### src/rtl/bp_pkg.sv
// Shared defaults and the saturating-counter update rule for the branch predictor.
// The counter helper works at a fixed maximum width so any CTR_WIDTH up to CTR_MAX_W can reuse it.
package bp_pkg;

    localparam int INDEX_BITS_DEF = 6;
    localparam int HIST_BITS_DEF  = 6;
    localparam int CTR_WIDTH_DEF  = 2;
    localparam int CTR_MAX_W      = 8;

    // Saturating increment/decrement of a counter whose real width is `width`.
    function automatic logic [CTR_MAX_W-1:0] sat_ctr_next(
        input logic [CTR_MAX_W-1:0] ctr,
        input logic                 taken,
        input int                   width
    );
        logic [CTR_MAX_W-1:0] max_val;
        max_val = {CTR_MAX_W{1'b1}} >> (CTR_MAX_W - width);
        if (taken) begin
            return (ctr == max_val) ? ctr : ctr + CTR_MAX_W'(1);
        end else begin
            return (ctr == '0) ? ctr : ctr - CTR_MAX_W'(1);
        end
    endfunction

endpackage

### src/rtl/bp_sat_ctr.sv
// One pattern-history-table entry: a saturating up/down counter exposing its MSB
// as the taken/not-taken prediction.
module bp_sat_ctr
    import bp_pkg::*;
#(
    parameter int CTR_WIDTH = CTR_WIDTH_DEF
) (
    input  logic clk,
    input  logic reset_n,
    input  logic we,
    input  logic taken,
    output logic msb
);

    logic [CTR_WIDTH-1:0] ctr_reg;
    logic [CTR_WIDTH-1:0] ctr_next;
    logic [CTR_MAX_W-1:0] ctr_ext;

    always_comb begin
        ctr_ext  = CTR_MAX_W'(ctr_reg);
        ctr_next = CTR_WIDTH'(sat_ctr_next(ctr_ext, taken, CTR_WIDTH));
    end

    always_ff @(posedge clk) begin
        if (!reset_n) begin
            ctr_reg <= '0;
        end else if (we) begin
            ctr_reg <= ctr_next;
        end
    end

    assign msb = ctr_reg[CTR_WIDTH-1];

endmodule

### src/rtl/gshare_predictor.sv
// Gshare conditional-branch predictor: PC bits XOR global history index a table of
// saturating counters; also keeps resolved-branch and misprediction statistics.
module gshare_predictor
    import bp_pkg::*;
#(
    parameter int INDEX_BITS = INDEX_BITS_DEF,
    parameter int HIST_BITS  = HIST_BITS_DEF,
    parameter int CTR_WIDTH  = CTR_WIDTH_DEF
) (
    input  logic                  clk,
    input  logic                  reset_n,
    input  logic [31:0]           lookup_pc,
    output logic                  predict_taken,
    output logic [INDEX_BITS-1:0] predict_index,
    input  logic                  update_valid,
    input  logic [INDEX_BITS-1:0] update_index,
    input  logic                  update_taken,
    input  logic                  update_mispredict,
    output logic [31:0]           branch_count,
    output logic [31:0]           mispredict_count
);

    localparam int TABLE_SIZE = 1 << INDEX_BITS;

    logic [HIST_BITS-1:0]  ghr_reg;
    logic [HIST_BITS-1:0]  ghr_next;
    logic [31:0]           branch_count_reg;
    logic [31:0]           mispredict_count_reg;
    logic [TABLE_SIZE-1:0] ctr_msb;
    logic                  unused_pc_bits;

    // Word-aligned PC: the two low bits and the bits above the index never matter.
    assign unused_pc_bits = ^{lookup_pc[31:INDEX_BITS+2], lookup_pc[1:0]};

    assign predict_index = lookup_pc[INDEX_BITS+1:2] ^ INDEX_BITS'(ghr_reg);
    // Reads registered counter state only, so a same-cycle update is not bypassed.
    assign predict_taken = ctr_msb[predict_index];

    generate
        for (genvar gi = 0; gi < TABLE_SIZE; gi++) begin : g_pht
            bp_sat_ctr #(
                .CTR_WIDTH (CTR_WIDTH)
            ) u_ctr (
                .clk     (clk),
                .reset_n (reset_n),
                .we      (update_valid && (update_index == INDEX_BITS'(gi))),
                .taken   (update_taken),
                .msb     (ctr_msb[gi])
            );
        end
    endgenerate

    assign ghr_next = (ghr_reg << 1) | HIST_BITS'(update_taken);

    always_ff @(posedge clk) begin
        if (!reset_n) begin
            ghr_reg              <= '0;
            branch_count_reg     <= '0;
            mispredict_count_reg <= '0;
        end else if (update_valid) begin
            ghr_reg          <= ghr_next;
            branch_count_reg <= branch_count_reg + 32'd1;
            if (update_mispredict) begin
                mispredict_count_reg <= mispredict_count_reg + 32'd1;
            end
        end
    end

    assign branch_count     = branch_count_reg;
    assign mispredict_count = mispredict_count_reg;

endmodule

### config.mk
export PLATFORM = sky130hd
export DESIGN_NAME = gshare_predictor
export DESIGN_NICKNAME = d
export VERILOG_FILES = /design/src/rtl/bp_pkg.sv /design/src/rtl/bp_sat_ctr.sv /design/src/rtl/gshare_predictor.sv
export SDC_FILE = /design/constraint.sdc
export NUM_CORES = 1
export LEC_CHECK = 0
export ABC_AREA = 1
export BUFFER_PORTS_ARGS = -buffer_cell sky130_fd_sc_hd__buf_2
export CORE_ASPECT_RATIO = 1.1
export CORE_UTILIZATION = 61
export CTS_BUF_LIST = sky130_fd_sc_hd__clkbuf_4 sky130_fd_sc_hd__clkbuf_8
export DETAILED_ROUTE_END_ITERATION = 8
export GPL_TIMING_DRIVEN = 0
export PLACE_DENSITY = 0.82
export SLEW_MARGIN = 20
export SYNTH_ARGS = -nofsm -noshare
export SYNTH_HDL_FRONTEND = slang
export SYNTH_SLANG_ARGS = --single-unit
### constraint.sdc
create_clock -name clk -period 2 [get_ports clk]
set_input_delay 0.4 -clock clk [delete_from_list [all_inputs] [get_ports clk]]
set_output_delay 0.4 -clock clk [all_outputs]
set_load 0.1 [all_outputs]
Word-level counts from Yosys, hierarchy flattened:

Index checks and enable logic that the tools add are counted.

* order comparisons: 1
* shift operators: 0
* eq/ne operators: 255
* div/mod/pow operators: 0
* multiplexer cells: 194
* multipliers: 0
* bitwise operators: 2
* reduce and logical (&&, ||, !) cells: 194
* add/subtract/negate cells: 130

Operator list (count)
* 2-bit two-way mux: 192
* 2-bit inequality test (second input constant): 128
* 6-bit equality test (second input constant): 32
* 3-bit AND reduction: 64
* 2-bit by 1-bit adder with 2-bit output (second input constant): 64
* 2-bit equality test (second input constant): 64
* 2-bit logical NOT: 64
* 2-bit by 1-bit subtractor with 2-bit output (second input constant): 64
* 6-bit by 5-bit equality test with 1-bit output (second input constant): 16
* 32-bit by 1-bit adder with 32-bit output (second input constant): 2
* 1-bit logical AND: 64
* 6-bit by 4-bit equality test with 1-bit output (second input constant): 8
* 6-bit by 3-bit equality test with 1-bit output (second input constant): 4
* 6-bit by 2-bit equality test with 1-bit output (second input constant): 2
* 6-bit by 7-bit < comparator with 1-bit output (second input constant): 1
* 1-bit binary-select mux with 6-bit select: 1
* 6-bit by 1-bit equality test with 1-bit output (second input constant): 1
* 6-bit logical NOT: 1
* 6-bit by 1-bit bitwise OR with 6-bit output: 1
* 6-bit XOR: 1
* 2-bit AND reduction: 1
* 1-bit two-way mux: 1

* ROM bits: 0
* input port bits: 43
* word-level logic and storage cells: 843
* bits in registers: 198
* memories kept: 0
* bits in latches: 0
* output and inout bits: 71
* RAM bits: 0

Longest topological paths before layout:

* depth in word-level cells: 3
* mapped depth: 12
* depth with buffers taken out: 12

By module:

Synthesis repeated with hierarchy kept, for this count alone.

* cells, all modules: 1809
* area total of the unflattened synthesis: 11429.7 sq um

By module, submodules not included
* bp_sat_ctr: area each 101.3 sq um, instances 64, seq. area each 40.0 sq um, cells each 15
* gshare_predictor: area each 4943.5 sq um, instances 1, seq. area each 1401.3 sq um, cells each 849

Worst setup path before layout:

No wires, ideal clock.

* path kind: input port to output port
* start point: in lookup_pc[4]
* end point: out predict_taken
* path slack: -1.170 ns
* data arrival time: 2.770 ns
* path buffers: 0
* required time: 1.600 ns
* stages on the path: 7
* cells stage by stage: xnor2_2 -> clkinv_1 -> nand3_1 -> nand3_1 -> nand3_1 -> nand3_1 -> nand2_1

* longest elaborated chain between the ends: 3

RTL lines
* start: declaration: RTL line gshare_predictor.sv:12 `input logic [31:0] lookup_pc,`
* 6-bit XOR: RTL line gshare_predictor.sv:35 `assign predict_index = lookup_pc[INDEX_BITS+1:2] ^ INDEX_BITS'(ghr_reg);`
* net predict_index[2]: RTL line gshare_predictor.sv:14 `output logic [INDEX_BITS-1:0] predict_index,`
* 1-bit binary-select mux with 6-bit select: RTL line gshare_predictor.sv:37 `assign predict_taken = ctr_msb[predict_index];`
* 1-bit two-way mux (not written as such): RTL line gshare_predictor.sv:37
* end: declaration: RTL line gshare_predictor.sv:13 `output logic predict_taken,`

The timed path passes the listed nets, and every way through them passes these cells. The select of a mux whose other input is x is not followed.

Final worst setup path:

* start point: reg ghr_reg[0]
* end point: out predict_taken

* longest elaborated chain between the ends: 3

RTL lines
* start: declaration: RTL line gshare_predictor.sv:25 `logic [HIST_BITS-1:0] ghr_reg;`
* start signal: assignment: RTL line gshare_predictor.sv:61 `ghr_reg <= ghr_next;`
* 6-bit XOR: RTL line gshare_predictor.sv:35
* 1-bit binary-select mux with 6-bit select: RTL line gshare_predictor.sv:37
* 1-bit two-way mux (not written as such): RTL line gshare_predictor.sv:37

Every way passes these cells. The select of a mux whose other input is x is not followed.

==> parameters.txt <==
Parameter                              Value

Logic synthesis
  Simple-gate portion of the synthesized area    0.2868
  Sequential fraction of the synthesis area    0.3819
  Synth unique cells    43
  Post-synthesis cell type with the largest combined area    dfxtp_1
  Average size of a mapped cell    6.595 sq um
  Share of cell area taken by muxes after synthesis    0
  Gate count of the mapped netlist    1574
  Top post-synthesis cells by count    nand2_1 (359), a21oi_1 (208), inv_1 (206)
  Cell Area, Synth    10380 sq um
  Yosys synthesis warning count    0
  Count leader, synth    nand2_1
  Ranking of synthesized cells by area    dfxtp_1 (38%), nand2_1 (13%), a21oi_1 (10%)
  Flop and latch count out of synthesis    198
  Compound-gate portion of the synthesized area    0.2065
  Xor-xnor portion of the synthesized cell area    0.02242
  Primary flip-flop cell chosen by synthesis mapping    dfxtp_1
  Post-synthesis adder-cell area fraction    0.002411
  Share of flip-flops with an asynchronous set or reset    0
  Total nets after synthesis    1619
  Area fraction of the dominant cell type after synthesis    0.3819
  Number of enable flip-flop cells after synthesis    0
  Combinational family with the most area after synthesis    simple AND/OR/NAND/NOR gates

Critical path
  Crit-path max cell delay    410 ps
  Crit path launch type    register
  WP data arrival    2130 ps
  Highest fanout seen on the critical path    10
  Worst path buffer plus inverter count    2
  Worst path required time    1600 ps
  Endpoint type of the worst setup path    output pin
  CP max stage cell    dfxtp_4
  Cell family contributing the most delay on the critical path    simple AND/OR/NAND/NOR gates
  Category of the most critical setup path    register to output pin
  Cell chain of the critical path    nand2_4, nand2_8, buf_6, nand2_1, nand3_1, nand3_2, nand3_2, nand3_2, nand3_2, nand2_4, buf_12
  Most used cell, CP    nand3_2

CTS
  Maximum level of the CTS H-tree    4
  Clock slew at reported path FFs    90 ps
  Root Buffer    clkbuf_8
  Clock buffer depth    2
  CTS hold repair buffers    0
  TritonCTS clock tree    built
  Cts bufs inserted    17
  Num Clock Sinks    198
  Clock latency reported for the late side of the worst-skew pair    480 ps

Placement
  Pre-CTS worst setup slack    -778.0 ps
  Area after detailed placement    11220 sq um
  Placer's final routability congestion estimate    0.9556
  Number of buffer cells added on primary ports    85
  Total instance count after detailed placement    1863
  Estimated wirelength of the detail-placed design    22810 um

Outcome
  Violated checks    negative setup slack
  Run status    finished with violations

Global routing
  Pin count of the biggest net entering global routing    17
  Total GRT Usage    0.3707
  Grt total ovfl    0
  Wire length of the first global-routing pass    51280 um
  Number of antenna violations at the first check in global routing    0
  Number of global-route vias before repair    10360

Cells and area
  Total non-filler cell area in the finished layout    12180 sq um
  Utilization after layout    0.7386
  Max FFs per register    128
  Layout filler cell count    1371
  Fraction of layout cells with a size suffix above 1    0.1586
  Net count reported at finish    1741
  Area added between synthesis and finish    17.36%
  Count of non-filler cells in the finished layout    1913
  Number of antenna diodes    0

Timing
  Setup violators final    2
  Period minus WS final    2534 ps
  Unrepaired setup endpoints after global routing    yes
  Setup Total Neg Slack    -571.5 ps
  Post-route worst setup slack    -534.1 ps
  Worst max-slew margin expressed relative to the limit    0.4641
  Actual slew at the worst max-slew pin    803.9 ps
  Share of the cycle needed by the critical path after routing    1.267
  Slew Viols, Final    0
  Final count of hold timing violations    0
  Worst-case clock skew    9.885 ps
  Max Freq    394.6 MHz
  Worst hold slack across all endpoints    316.3 ps

Detailed routing
  Detailed router's first-iteration violation count    949
  ANT nets after route    0
  Total detailed-routing wirelength    32470 um
  Vias    11250
  Detailed-router iteration count before antenna repair    7
  DR DRC count    0
  Vias per inst    5.879
  Routed wire per std cell    16.97 um

Power and ir drop
  Design Power    7.936 mW
  PwrDens    651.5 nW/um^2
  Highest ir drop seen on vdd    0.4202 mV
  Static power due to leakage    4.553 nW

Hold path
  Worst min-delay path class    input pin to register

Die
  I/O Pins    114
  Die extent in x    126.4 um
  Die height    138.8 um
  Initial core utilization    0.6294
  Rows    49
  Floorplan Core Area    16490 sq um
  Area of the die    17540 sq um

Job
  Number of violations of the max-capacitance limit    0
==> layer usage <==
layer / vias to the layer above / GRT usage / routed length (um)
li1: 5413 / - / -
met1: 5132 / 0.4443 / 12640
met2: 567 / 0.6330 / 15250
met3: 135 / 0.07485 / 2903
met4: 0 / 0.1788 / 1677
met5: - / 0 / 0
==> power by group <==
group	switching [mW]	leakage [nW]	total, mW	internal (mW)
sequential	0.0302	1.62	3.99	3.96
combinational	0.859	2.72	1.24	0.382
clock	1.40	0.210	2.70	1.30
total	2.29	4.55	7.94	5.64
==> worst register-to-register path, cell delays in order (launching register included) <==
cell,delay (ps)
dfxtp_2,380
ha_1,150
inv_1,110
nor2_8,150
nand2_2,90
nor2_2,130
nand4_2,180
nor3_4,270
nand3_1,120
nand2_1,70
nor2_1,40
==> final cells by class <==
class,instances,area [sq um],share of cell area
buffer,53,307.8,0.02527
clock buffer,25,319.1,0.02619
clock inverter,7,93.84,0.007703
inverter,209,798.3,0.06553
multi-input combinational,1114,5672,0.4656
sequential,198,4035,0.3312
tap,204,255.2,0.02095
timing repair buffer,103,700.7,0.05752
==> cells in the final DEF (no fill, tap or decap), types with 12 or more instances in the layout <==
cell,count
o21ai_0,165
buf_4,12
a211oi_1,14
nand3_1,71
buf_2,83
a21oi_1,208
nor2_1,134
nand3_2,28
nand2_1,347
clkbuf_1,35
inv_1,204
dfxtp_2,48
dfxtp_1,147
clkbuf_8,22
o211ai_1,17
nor3_1,39
==> worst paths after layout <==
check	from	end	slack (ps)	cells after the start
worst max register to register	mispredict_count[0]	mispredict_count[22]	200	10
worst min register to register	g_pht[18].u_ctr.ctr_reg[1]	g_pht[18].u_ctr.ctr_reg[1]	480	2
worst min-delay path	update_valid	ghr_reg[0]	320	3
worst max-delay path	ghr_reg[0]	predict_taken	-530	11
==> logic make-up after synthesis <==
kind of cell,count (synthesis)
flip-flops,198
AO/OA/AOI/OAI,410
adder cells (fa/ha/maj),2
AND/OR/NAND/NOR,678
buffers and inverters,262
XOR/XNOR,24
==> what timing repair did <==
action	CTS	global route
pin swaps	8	11
setup endpoints to repair	6	7
cloned	3	2
gates resized for setup	51	33
setup buffers	10	3
Note: power is estimated with default switching activity, not from simulation.
